<file path="src/rtl/ts_sync_lock.sv">
// ts_sync_lock
//   MPEG-2 TS sync acquisition with lock/unlock hysteresis. Hunts for
//   SYNC_BYTE, confirms LOCK_CNT consecutive syncs spaced PKT_LEN bytes
//   apart, then forwards bytes with sop/eop framing and flags bad syncs.
//   Lock is dropped after UNLOCK_CNT consecutive missed syncs.
//
// Ports
//   clk, rst       clock, synchronous active-high reset
//   byte_in        TS byte, qualified by byte_valid
//   byte_out       byte_in delayed by one cycle
//   out_valid      byte_out belongs to a locked packet
//   out_sop        byte_out is packet byte 0 (with out_valid)
//   out_eop        byte_out is packet byte PKT_LEN-1 (with out_valid)
//   out_sync_err   with out_sop: this packet's sync byte was wrong
//   locked         state is LOCK
//   sync_lost      one-cycle pulse on LOCK -> HUNT
//   pkt_cnt        number of forwarded packets (wraps)
module ts_sync_lock #(
    parameter int unsigned PKT_LEN    = 188,
    parameter logic [7:0]  SYNC_BYTE  = 8'h47,
    parameter int unsigned LOCK_CNT   = 3,
    parameter int unsigned UNLOCK_CNT = 3,
    parameter int unsigned CNT_W      = 16
) (
    input  logic             clk,
    input  logic             rst,
    input  logic [7:0]       byte_in,
    input  logic             byte_valid,
    output logic [7:0]       byte_out,
    output logic             out_valid,
    output logic             out_sop,
    output logic             out_eop,
    output logic             out_sync_err,
    output logic             locked,
    output logic             sync_lost,
    output logic [CNT_W-1:0] pkt_cnt
);

    localparam int unsigned POS_W  = $clog2(PKT_LEN);
    localparam int unsigned GOOD_W = $clog2(LOCK_CNT + 1);
    localparam int unsigned MISS_W = $clog2(UNLOCK_CNT + 1);

    localparam logic [POS_W-1:0]  LAST_POS  = POS_W'(PKT_LEN - 1);
    localparam logic [GOOD_W-1:0] GOOD_LOCK = GOOD_W'(LOCK_CNT);
    localparam logic [MISS_W-1:0] MISS_DROP = MISS_W'(UNLOCK_CNT);

    typedef enum logic [1:0] {
        HUNT,
        VERIFY,
        LOCK
    } state_t;

    state_t             state, state_n;
    logic [POS_W-1:0]   pos, pos_n, pos_inc;
    logic [GOOD_W-1:0]  good, good_n, good_inc;
    logic [MISS_W-1:0]  miss, miss_n, miss_inc;
    logic               is_sync;
    logic               fwd_n, sop_n, eop_n, err_n, lost_n;

    always_comb begin
        state_n  = state;
        pos_n    = pos;
        good_n   = good;
        miss_n   = miss;
        fwd_n    = 1'b0;
        sop_n    = 1'b0;
        eop_n    = 1'b0;
        err_n    = 1'b0;
        lost_n   = 1'b0;
        is_sync  = (byte_in == SYNC_BYTE);
        pos_inc  = (pos == LAST_POS) ? '0 : pos + POS_W'(1);
        good_inc = good + GOOD_W'(1);
        miss_inc = miss + MISS_W'(1);

        if (byte_valid) begin
            pos_n = pos_inc;
            case (state)
                HUNT: begin
                    pos_n = '0;
                    if (is_sync) begin
                        state_n = VERIFY;
                        pos_n   = POS_W'(1);
                        good_n  = GOOD_W'(1);
                    end
                end
                VERIFY: begin
                    if (pos == '0) begin
                        if (is_sync) begin
                            good_n = good_inc;
                            if (good_inc == GOOD_LOCK) begin
                                // The confirming sync opens the first locked packet.
                                state_n = LOCK;
                                good_n  = '0;
                                fwd_n   = 1'b1;
                                sop_n   = 1'b1;
                            end
                        end else begin
                            // The failing byte is deliberately not re-examined as a new candidate.
                            state_n = HUNT;
                            good_n  = '0;
                            pos_n   = '0;
                        end
                    end
                end
                LOCK: begin
                    fwd_n = 1'b1;
                    eop_n = (pos == LAST_POS);
                    if (pos == '0) begin
                        sop_n = 1'b1;
                        if (is_sync) begin
                            miss_n = '0;
                        end else if (miss_inc == MISS_DROP) begin
                            // Lock drops on this byte; it is not forwarded.
                            state_n = HUNT;
                            lost_n  = 1'b1;
                            fwd_n   = 1'b0;
                            sop_n   = 1'b0;
                            miss_n  = '0;
                            pos_n   = '0;
                        end else begin
                            err_n  = 1'b1;
                            miss_n = miss_inc;
                        end
                    end
                end
                default: begin
                    state_n = HUNT;
                    pos_n   = '0;
                    good_n  = '0;
                    miss_n  = '0;
                end
            endcase
        end
    end

    always_ff @(posedge clk) begin
        if (rst) begin
            state        <= HUNT;
            pos          <= '0;
            good         <= '0;
            miss         <= '0;
            byte_out     <= '0;
            out_valid    <= 1'b0;
            out_sop      <= 1'b0;
            out_eop      <= 1'b0;
            out_sync_err <= 1'b0;
            locked       <= 1'b0;
            sync_lost    <= 1'b0;
            pkt_cnt      <= '0;
        end else begin
            state        <= state_n;
            pos          <= pos_n;
            good         <= good_n;
            miss         <= miss_n;
            byte_out     <= byte_in;
            out_valid    <= fwd_n;
            out_sop      <= sop_n;
            out_eop      <= eop_n;
            out_sync_err <= err_n;
            locked       <= (state_n == LOCK);
            sync_lost    <= lost_n;
            if (sop_n) begin
                pkt_cnt <= pkt_cnt + CNT_W'(1);
            end
        end
    end

endmodule
</file>
<file path="config.mk">
export PLATFORM = sky130hd
export DESIGN_NAME = ts_sync_lock
export DESIGN_NICKNAME = d
export VERILOG_FILES = /design/src/rtl/ts_sync_lock.sv
export SDC_FILE = /design/constraint.sdc
export NUM_CORES = 1
export LEC_CHECK = 0
export ABC_CLOCK_PERIOD_IN_PS = 2200
export BUFFER_PORTS_ARGS = -buffer_cell sky130_fd_sc_hd__buf_2
export CAP_MARGIN = 20
export CORE_ASPECT_RATIO = 1.4
export CORE_MARGIN = 2
export CORE_UTILIZATION = 35
export DETAILED_ROUTE_END_ITERATION = 7
export GPL_TIMING_DRIVEN = 0
export PLACE_DENSITY = 0.58
export SYNTH_ARGS = -nofsm -noshare
export SYNTH_HDL_FRONTEND = slang
export SYNTH_SLANG_ARGS = --single-unit
</file>
<file path="constraint.sdc">
create_clock -name clk -period 2.2 [get_ports clk]
set_input_delay 0.22 -clock clk [delete_from_list [all_inputs] [get_ports clk]]
set_output_delay 0.22 -clock clk [all_outputs]
set_load 0.02 [all_outputs]
</file>
==> out/metrics.cfg, run 1 <==
[drt]
post_drt_wl_per_cell_um=15.02
drt-pass1-iter-count=4
viasPerCell=5.469
wl_mm=5.796
num_vias=2111
drc=0
ant_nets=0
drt_iter0_drc=92

[logic_synthesis]
synthTopCellsByArea=dfxtp_1, nor2b_1, mux2_1, ha_1, nor2_1
yosysTopAreaCellShare_pct=39.84
ys_seq_elements=44
synth_edf_count=0
synthArstFlopShare_pct=0
synth_ff_type=dfxtp_1
syn_area_sq_mm=0.002211
synthDistinctLibCells=47
syn-mean-instance-area_sq_um=8.503
syn-num-nets=278
ys_seq_area_share_pct=39.84
yosysWarnings=0
syn_inst=260
yosys.area.top_type=dfxtp_1

[global_routing]
grt_pass1_vias=2052
grt.overflow.total=0
grt_pass1_wl_mm=9.729
antenna_found_initial=0
grt.total_usage_pct=17.40
grt_start_max_net_pins=16

[placement]
io_buffers=40
hpwl_mm=4.172
place_congestion=0.8341
dpl-instance-area_sq_mm=0.002596

[die]
pin_count=41
dieArea_sq_mm=0.006978
start_util_pct=35.84
die_x_um=71.17
coreArea_sq_mm=0.006168
num_rows=34
die_h_um=98.04

[clocking]
clockBufferDepth=2
htree_levels=2
cts_tree=done
root_buffer=clkbuf_8
clk_pin_slew_ns=0.10
cts.sinks=44
clk_latency_ns=0.30
cts_made_buffers=5
hold_buffers=0

[sta]
setup_viol=17
max_freq_ghz=0.3915
slew_headroom_pct=58.74
tightest_slew_ns=0.6104
whs_ns=0.1465
min_period_ns=2.554
slew_viol_final=0
fin_ws_ns=-0.3540
fin_skew_ns=0.01578
period_share_pct=116.1
finalHoldViolCount=0
rsz0062_at_grt=yes

[power]
power_frac_clock_pct=36.9
p_int_mw=1.058
ir_drop_mv=0.2441
power_density_mw_per_mm2=491.7
swShare_pct=24.89
cellLeakagePower_nw=1.226
combPwrFrac_pct=5.9
totalPowerFinal_mw=1.408
power.switching_mw=0.3505
p_seq_share_pct=57.2

[final_layout]
syn_to_final_growth_pct=29.54
final_util_pct=46.43
fin_area_sq_mm=0.002864
diodes=0
fillers=622
multi_input_area_sq_mm=0.001433
finalNetCount=331
seq_area_sq_um=888.4
drive_gt1_share_pct=29.30

[worst_setup_path]
critPathMaxFanout=4
required_ns=2.40
critPathKind=register to register
start_kind=register
worstPathArrival_ns=2.76
worst_setup_path_end_kind=register

[worst_hold_path]
hp-class=primary input to register

[status]
outcome=finished, violations left
violations=negative setup slack

[run]
cap_viol_max_count=0

[kinds of logic after synthesis]
group                    share of synthesized area (%)
multiplexers                                     4.528
XOR/XNOR                                        0.7924
flip-flops                                       39.84
AND/OR/NAND/NOR                                  33.84
buffers and inverters                            3.735
AO/OA/AOI/OAI                                    13.30
adder cells (fa/ha/maj)                          3.961
[worst max-delay path, stage by stage, from the launching register on]
cell	delay, ns
dfxtp_4	0.35
inv_1	0.05
ha_1	0.14
or4b_4	0.49
or3_4	0.35
o22a_4	0.25
or4b_4	0.52
mux2_4	0.30
[area by class of cell]
cell class / instances / share of cell area (%)
repair buffers: 46 / 8.825
well taps: 72 / 3.145
clock buffers: 5 / 2.403
inverters: 10 / 1.311
plain buffers: 10 / 2.534
clock inverters: 3 / 0.7427
flip-flops and latches: 44 / 31.02
multi-input cells: 196 / 50.02
[placed cells by master, fill, tap and decap left out, types with 4 or more instances in the layout]
master / count
dfxtp_1: 42
buf_2: 40
nor2_1: 22
nand2_1: 20
nor2b_1: 19
nand3_1: 11
inv_1: 10
nand4_1: 10
o21ai_0: 10
a21oi_1: 9
ha_1: 7
clkbuf_1: 6
clkbuf_8: 6
mux2_4: 6
a21oi_2: 5
nor3_1: 5
buf_4: 5
and2_1: 4
and3_1: 4
o221ai_1: 4
[cells in the mapped netlist, drive strengths merged (2+ instances only)]
cell    count
dfxtp      44
nor2       22
nand2      20
nor2b      19
a21oi      14
nand3      11
o21ai      11
inv        10
nand4      10
clkbuf      9
mux2        8
ha          7
nor3        7
and2        5
nor4        5
o31ai       5
or3         5
or4         5
and3        4
o221ai      4
a211oi      3
and4        3
nand2b      3
nor4b       3
or4b        3
xor2        2
[per-stage QoR]
step	TNS, ns	setup slack, ns	std cells
global placement	-3.968	-0.3713	372
detailed placement	-3.816	-0.3504	372
CTS	-3.705	-0.3581	384
floorplan	-1.099	-0.2446	260
finish	-3.809	-0.3540	386
global route	-5.633	-0.4237	386
[registers in the layout, indices dropped and copies added (netlist names)]
signal        flops
byte_out          8
good              2
locked            1
miss              2
out_eop           1
out_sop           1
out_sync_err      1
out_valid         1
pkt_cnt          16
pos               8
state             2
sync_lost         1
[path summary, 6_finish.rpt]
| check | depth (start not counted) | from | end | slack [ns] |
|---|---|---|---|---|
| worst max register to register | 7 | pos[0] | pkt_cnt[9] | -0.35 |
| worst min register to register | 2 | miss[0] | miss[0] | 0.48 |
| worst max-delay path | 7 | pos[0] | pkt_cnt[9] | -0.35 |
| worst min-delay path | 2 | byte_in[4] | byte_out[4] | 0.15 |
[power by group through the flow]
stage / registers, mW / logic (mW) / clock network [mW]
floorplan: 0.837 / 0.0335 / 0
global placement: 0.827 / 0.0776 / 0
detailed placement: 0.827 / 0.0776 / 0
CTS: 0.807 / 0.0824 / 0.543
global route: 0.806 / 0.0910 / 0.568
finish: 0.805 / 0.0830 / 0.520
[routing by layer]
metal  vias up  GRT usage (%)  wire [um]
li1       1052              -          -
met1      1006          20.18       2395
met2        42          30.91       3118
met3        11          2.683        165
met4         0          7.692        116
met5         -              0          0
[timing repair]
action                                  4_1_cts  5_1_grt
pin swaps                                     0        4
gates resized for setup                      11       24
gates cloned                                  1        0
endpoints found under the setup margin       18       20
setup buffers                                 3        3
Note: power is estimated with default switching activity, not from simulation.
==> run 2: changes to the inputs <==
- SETUP_SLACK_MARGIN: not set -> 0.05
==> run 2 against run 1 <==
Net effect:
- the flow still finishes with violations (negative setup slack)
- wire length rose by 2.7%
- critical path depth did not move
- fmax barely moved
- register-to-register slack barely moved
- clock-buffer cell count did not move
- die area did not move
- flip-flop and latch count did not move
- combinational power rose by 3.5%
==> out/metrics.cfg, run 2 (synthesis results as in run 1) <==
[final_layout]
mostFrequentLayoutCells=dfxtp_1, buf_2, nor2_1
final_common_cell=dfxtp_1
fin_area_sq_mm=0.002890  ; +0.92%
largest_register=pkt_cnt
fillers=603  ; -3.1%
diodes=0  ; unchanged
stdcell_count=387  ; +0.26%
drive_gt1_share_pct=28.89  ; -0.41 points
syn_to_final_growth_pct=30.73
largest_register_ffs=16  ; unchanged
finalNetCount=332  ; +0.30%
largestRegisters=pkt_cnt x16, byte_out x8, pos x8

[global_routing]
grt_pass1_vias=1914  ; -6.7%
grt.overflow.total=0  ; unchanged
grt_pass1_wl_mm=9.218  ; -5.3%
grt_start_max_net_pins=15  ; -1
antenna_found_initial=0  ; unchanged
grt.total_usage_pct=16.60  ; -0.80 points

[drt]
post_drt_wl_per_cell_um=15.39  ; +2.5%
viasPerCell=5.499  ; +0.54%
drc=0  ; unchanged
drt_iter0_drc=102  ; +11%
num_vias=2128  ; +0.81%
drt-pass1-iter-count=4  ; unchanged
wl_mm=5.954  ; +2.7%
ant_nets=0  ; unchanged

[placement]
place_congestion=0.8010  ; -4.0%
dpl-instance-area_sq_mm=0.002596  ; unchanged
place_inst=372  ; unchanged
hpwl_mm=4.178  ; +0.14%
io_buffers=40  ; unchanged

[clocking]
cts.sinks=44  ; unchanged
clk_pin_slew_ns=0.09  ; about the same
cts_tree=done
cts_made_buffers=5  ; unchanged
clk_latency_ns=0.30  ; about the same
htree_levels=2  ; unchanged
root_buffer=clkbuf_8
clockBufferDepth=2  ; unchanged

[die]
dieArea_sq_mm=0.006978  ; unchanged
die_h_um=98.04  ; unchanged
start_util_pct=35.84  ; unchanged
die_x_um=71.17  ; unchanged
pin_count=41  ; unchanged
num_rows=34  ; unchanged
coreArea_sq_mm=0.006168  ; unchanged

[sta]
setup_viol=16  ; -1
slew_viol_final=0  ; unchanged
max_freq_ghz=0.3914  ; about the same
min_period_ns=2.555  ; +0.0009900 ns
fin_ws_ns=-0.3550  ; -0.0009900 ns
tightest_slew_ns=0.6329  ; +0.02255 ns
period_share_pct=116.1  ; about the same
fin_skew_ns=0.007904  ; -0.007874 ns
finalHoldViolCount=0  ; unchanged
rsz0062_at_grt=yes
slew_headroom_pct=57.72  ; -1.0 points

[worst_setup_path]
worstPathArrival_ns=2.75  ; about the same
critPathKind=register to register
start_kind=register
worst_setup_path_end_kind=register
critPathMaxFanout=4  ; unchanged
required_ns=2.40  ; about the same

[power]
cellLeakagePower_nw=1.241  ; +1.2%
ir_drop_mv=0.2280  ; -6.6%
power_density_mw_per_mm2=527.8  ; +7.3%

[worst_hold_path]
hp-class=primary input to register

[status]
violations=negative setup slack
outcome=finished, violations left

[run]
cap_viol_max_count=0  ; unchanged

==> run 2: changes by cell type in the layout (fill, tap and decap cells not counted), moves of 2 or more <==
cell,delta
a21oi_1,+3
a21oi_2,-3
inv_2,+2
inv_1,-2
==> run 2: stage by stage <==
step / hold slack [ns] / setup slack, ns / power [mW] / util, % / setup TNS [ns]
after floorplan: 0.3482 / -0.2446 / 0.8700 / - / -1.099
after global placement: 0.4591 / -0.3752 / 0.9045 / 42.09 / -3.956
after detailed placement: 0.4685 / -0.4095 / 0.9054 / 42.09 / -3.956
after CTS: 0.1510 / -0.3641 / 1.538 / 44.87 / -3.490
after global routing: 0.1597 / -0.3870 / 1.580 / 46.86 / -4.460
final: 0.1590 / -0.3550 / 1.525 / 46.86 / -3.480
==> run 2: worst max-delay path: stages (launching register included) <==
cell and delay, ns:
dfxtp_4 0.35, inv_2 0.06, ha_4 0.12, or4b_4 0.48, or3_4 0.35, o22a_4 0.26
or4b_4 0.52, mux2_4 0.31
==> run 2: path summary, 6_finish.rpt <==
kind | startpoint | endpoint | depth (start not counted) | slack [ns]
hold / removal | byte_in[6] | byte_out[6] | 2 | 0.16
setup / recovery | pos[0] | pkt_cnt[9] | 7 | -0.36
setup reg to reg | pos[0] | pkt_cnt[9] | 7 | -0.36
hold reg to reg | miss[0] | miss[0] | 2 | 0.49
==> run 2: what timing repair did <==
action | CTS | global route
gates cloned | 0 | 1
gates resized for setup | 11 | 19
endpoints found under the setup margin | 22 | 26
hold buffers | 0 | 0
setup buffers | 3 | 3
pin swaps | 1 | 4
==> run 2: layout make-up <==
| class | count | area (sq um) | share of cell area [%] |
|---|---|---|---|
| inverters | 10 | 37.54 | 1.299 |
| well taps | 72 | 90.09 | 3.117 |
| flip-flops and latches | 44 | 885.9 | 30.65 |
| clock inverters | 3 | 42.54 | 1.472 |
| clock buffers | 5 | 68.82 | 2.381 |
| repair buffers | 47 | 270.3 | 9.351 |
| multi-input cells | 196 | 1434 | 49.61 |
| plain buffers | 10 | 61.31 | 2.121 |
==> run 2: metal layers <==
metal  vias to the layer above  part of all wire [%]  GRT usage, %
met3                         8                   3.6         2.580
met1                      1006                    42         19.53
met4                         0                   1.9         6.531
met5                         -                     0             0
li1                       1063                     -             -
met2                        51                    53         29.56
==> run 2: report_power, final <==
part	switching (mW)	internal [mW]	total, mW	leakage (nW)
registers	0.00248	0.804	0.806	0.358
clock network	0.297	0.336	0.633	0.0541
logic	0.0556	0.0303	0.0859	0.829
==> run 3: changes to the inputs <==
- ABC_AREA: not set -> 1
- BUFFER_PORTS_ARGS: -buffer_cell sky130_fd_sc_hd__buf_2 -> not set
- CTS_CLUSTER_SIZE: not set -> 10
- DONT_BUFFER_PORTS: not set -> 1
- PLACE_DENSITY: 0.58 -> 0.52
==> run 3 against run 2 <==
Net effect:
- highest routed layer unchanged
- the flow now finishes without violations
- first-iteration DRC count shrank 18%
- power shrank 3.1%
- core utilization shrank 8.1 points
==> out/metrics.cfg, run 3 <==
[logic_synthesis]
yosysTopAreaCellShare_pct=37.75  ; -2.1 points
yosysMostFrequentCell=nand2_1
synthArstFlopShare_pct=0  ; unchanged
syn-num-nets=366  ; +32%
synthTopCellsByArea=dfxtp_1, nand2_1, nor2_1, inv_1, nand3_1
ys_seq_elements=44  ; unchanged
yosys.area.top_type=dfxtp_1
ys_seq_area_share_pct=37.75  ; -2.1 points
synth_edf_count=0  ; unchanged
synth_common_cells=nand2_1, nor2_1, inv_1, dfxtp_1, nand3_1
synthDistinctLibCells=25  ; -47%
syn_area_sq_mm=0.002333  ; +5.5%
syn-mean-instance-area_sq_um=6.705  ; -21%
yosysWarnings=0  ; unchanged
synth_ff_type=dfxtp_1
syn_inst=348  ; +34%

[sta]
slew_headroom_pct=62.96  ; +5.2 points
min_period_ns=1.807  ; -0.7482 ns
period_share_pct=82.13  ; -34 points
fin_ws_ns=0.3932  ; +0.7482 ns
finalSetupTns_ns=0  ; +3.480 ns
slew_viol_final=0  ; unchanged
finalHoldViolCount=0  ; unchanged
fin_skew_ns=0.007722  ; -0.0001822 ns
setup_viol=0  ; -16
max_freq_ghz=0.5535  ; +41%
rsz0062_at_grt=no
tightest_slew_ns=0.5556  ; -0.07732 ns

[drt]
drt_iter0_drc=84  ; -18%
post_drt_wl_per_cell_um=13.34  ; -13%
num_vias=2107  ; -0.99%
drc=0  ; unchanged
wl_mm=5.725  ; -3.8%
drt-pass1-iter-count=4  ; unchanged
viasPerCell=4.911  ; -11%
ant_nets=0  ; unchanged

[global_routing]
grt_start_max_net_pins=14  ; -1
grt.total_usage_pct=16.89  ; +0.29 points
grt.overflow.total=0  ; unchanged
grt_pass1_wl_mm=9.708  ; +5.3%
antenna_found_initial=0  ; unchanged
grt_pass1_vias=2146  ; +12%

[placement]
dp_slack_ns=0.2473  ; +0.6568 ns
hpwl_mm=4.324  ; +3.5%
place_congestion=0.8988  ; +12%
io_buffers=0  ; -100%
dpl-instance-area_sq_mm=0.002426  ; -6.6%
place_inst=422  ; +13%

[final_layout]
stdcell_count=429  ; +11%
largestRegisters=pkt_cnt x16, byte_out x8, pos x8
mostFrequentLayoutCells=nand2_1, nor2_1, inv_1
drive_gt1_share_pct=6.197  ; -23 points
largest_register_ffs=16  ; unchanged
diodes=0  ; unchanged
largest_register=pkt_cnt
syn_to_final_growth_pct=8.418
fin_area_sq_mm=0.002530  ; -12%
final_common_cell=nand2_1
finalNetCount=372  ; +12%

[worst_setup_path]
worstReg2RegStart=state[1]
crit_path_cell_trace=inv_1 -> ha_1 -> nand2_1 -> inv_1 -> buf_2 -> nand3_1 -> o21ai_0 -> nor2_1
worstSetupEndpoint=pkt_cnt[3]
path_common_cell=inv_1
rrSetupSlack_ns=0.39  ; +0.75 ns
crit_start=state[1]
critPathKind=register to register
worstPathArrival_ns=2.00  ; -0.75 ns
required_ns=2.39  ; about the same
cp_slowest_stage_delay_ns=0.44  ; -0.08 ns
r2r-end=pkt_cnt[3]
crit_slowest_cell=ha_1
ff2ff_path_depth=8  ; +1
start_kind=register
worst_setup_path_end_kind=register
critPathMaxFanout=10  ; +6

[power]
power_density_mw_per_mm2=584.5  ; +11%
ir_drop_mv=0.3631  ; +59%
cellLeakagePower_nw=1.096  ; -12%

[clocking]
cts_tree=done
cts_made_buffers=5  ; unchanged
cts.sinks=44  ; unchanged
htree_levels=2  ; unchanged
clockBufferDepth=2  ; unchanged
clk_pin_slew_ns=0.08  ; about the same
hold_buffers=0  ; unchanged
root_buffer=clkbuf_8
clk_latency_ns=0.30  ; about the same
postCtsSetupRepairBufs=0  ; -3
cts.repair.resized=0  ; -11

[die]
coreArea_sq_mm=0.006525  ; +5.8%
start_util_pct=35.76  ; -0.080 points
dieArea_sq_mm=0.007346  ; +5.3%
pin_count=41  ; unchanged
num_rows=35  ; +2.9%
die_h_um=100.6  ; +2.6%
die_x_um=73.01  ; +2.6%

[worst_hold_path]
hp-class=primary input to register

[run]
cap_viol_max_count=0  ; unchanged

[status]
outcome=finished clean

==> run 3: report_power, final <==
group          switching (mW)  internal, mW  total, mW
sequential             0.0130         0.804      0.817
combinational          0.0338        0.0101     0.0439
clock                   0.281         0.337      0.618
total                   0.327          1.15       1.48
==> run 3: worst max-delay path: cells and delay by family (launching register included) <==
family,cells,cell delay (ns)
fa+ha+maj,1,0.44
buf+inv,3,0.40
compound gates,1,0.16
simple gates,3,0.29
flops,1,0.41
==> run 3: cell families (layout without fill, tap and decap cells) <==
logic type	after synthesis	in the layout	synth area share (%)
xor gates and xnor gates	8	8	3.003
DFF	44	44	37.75
buffers and inverters	61	68	10.56
AOI/OAI and AO/OA	33	33	7.293
and+or+nand+nor	195	195	37.64
adders and majority gates	7	7	3.753
==> run 3: metal layers <==
| layer | vias to the layer above | GRT usage (%) | part of all wire, % | routed length (um) |
|---|---|---|---|---|
| met5 | - | 0 | 0 | 0 |
| met4 | 0 | 7.550 | 2.4 | 139 |
| met3 | 10 | 3.600 | 3.5 | 201 |
| met2 | 37 | 32.22 | 55 | 3150 |
| met1 | 954 | 16.89 | 39 | 2234 |
| li1 | 1106 | - | - | - |
==> run 3: layout make-up <==
cell class / instances / area [sq um]
sequential: 44 / 880.8
clock inverter: 2 / 35.03
fill: 719 / 3995
multi-input combinational: 243 / 1206
buffer: 9 / 51.30
inverter: 51 / 191.4
tap: 74 / 92.59
clock buffer: 6 / 72.57
==> run 3: worst min-delay path by stage <==
| stage | start | endpoint | cells past startpoint | slack [ns] |
|---|---|---|---|---|
| after floorplan | byte_in[7] | byte_out[7] | 2 | 0.33 |
| after global placement | byte_in[6] | byte_out[6] | 2 | 0.33 |
| after detailed placement | byte_in[1] | byte_out[1] | 2 | 0.33 |
| after CTS | byte_in[1] | byte_out[1] | 2 | 0.007 |
| after global routing | byte_in[0] | byte_out[0] | 2 | 0.02 |
| final | byte_in[6] | byte_out[6] | 2 | 0.02 |
==> run 3: through the flow <==
step | power, mW | hold WS (ns) | utilization (%)
3_3_place_gp | 0.8804 | 0.3276 | 37.18
6_report | 1.479 | 0.02247 | 38.77
2_1_floorplan | 0.8658 | 0.3267 | -
5_1_grt | 1.547 | 0.01743 | 38.77
4_1_cts | 1.514 | 0.006570 | 38.83
3_5_place_dp | 0.8810 | 0.3308 | 37.18
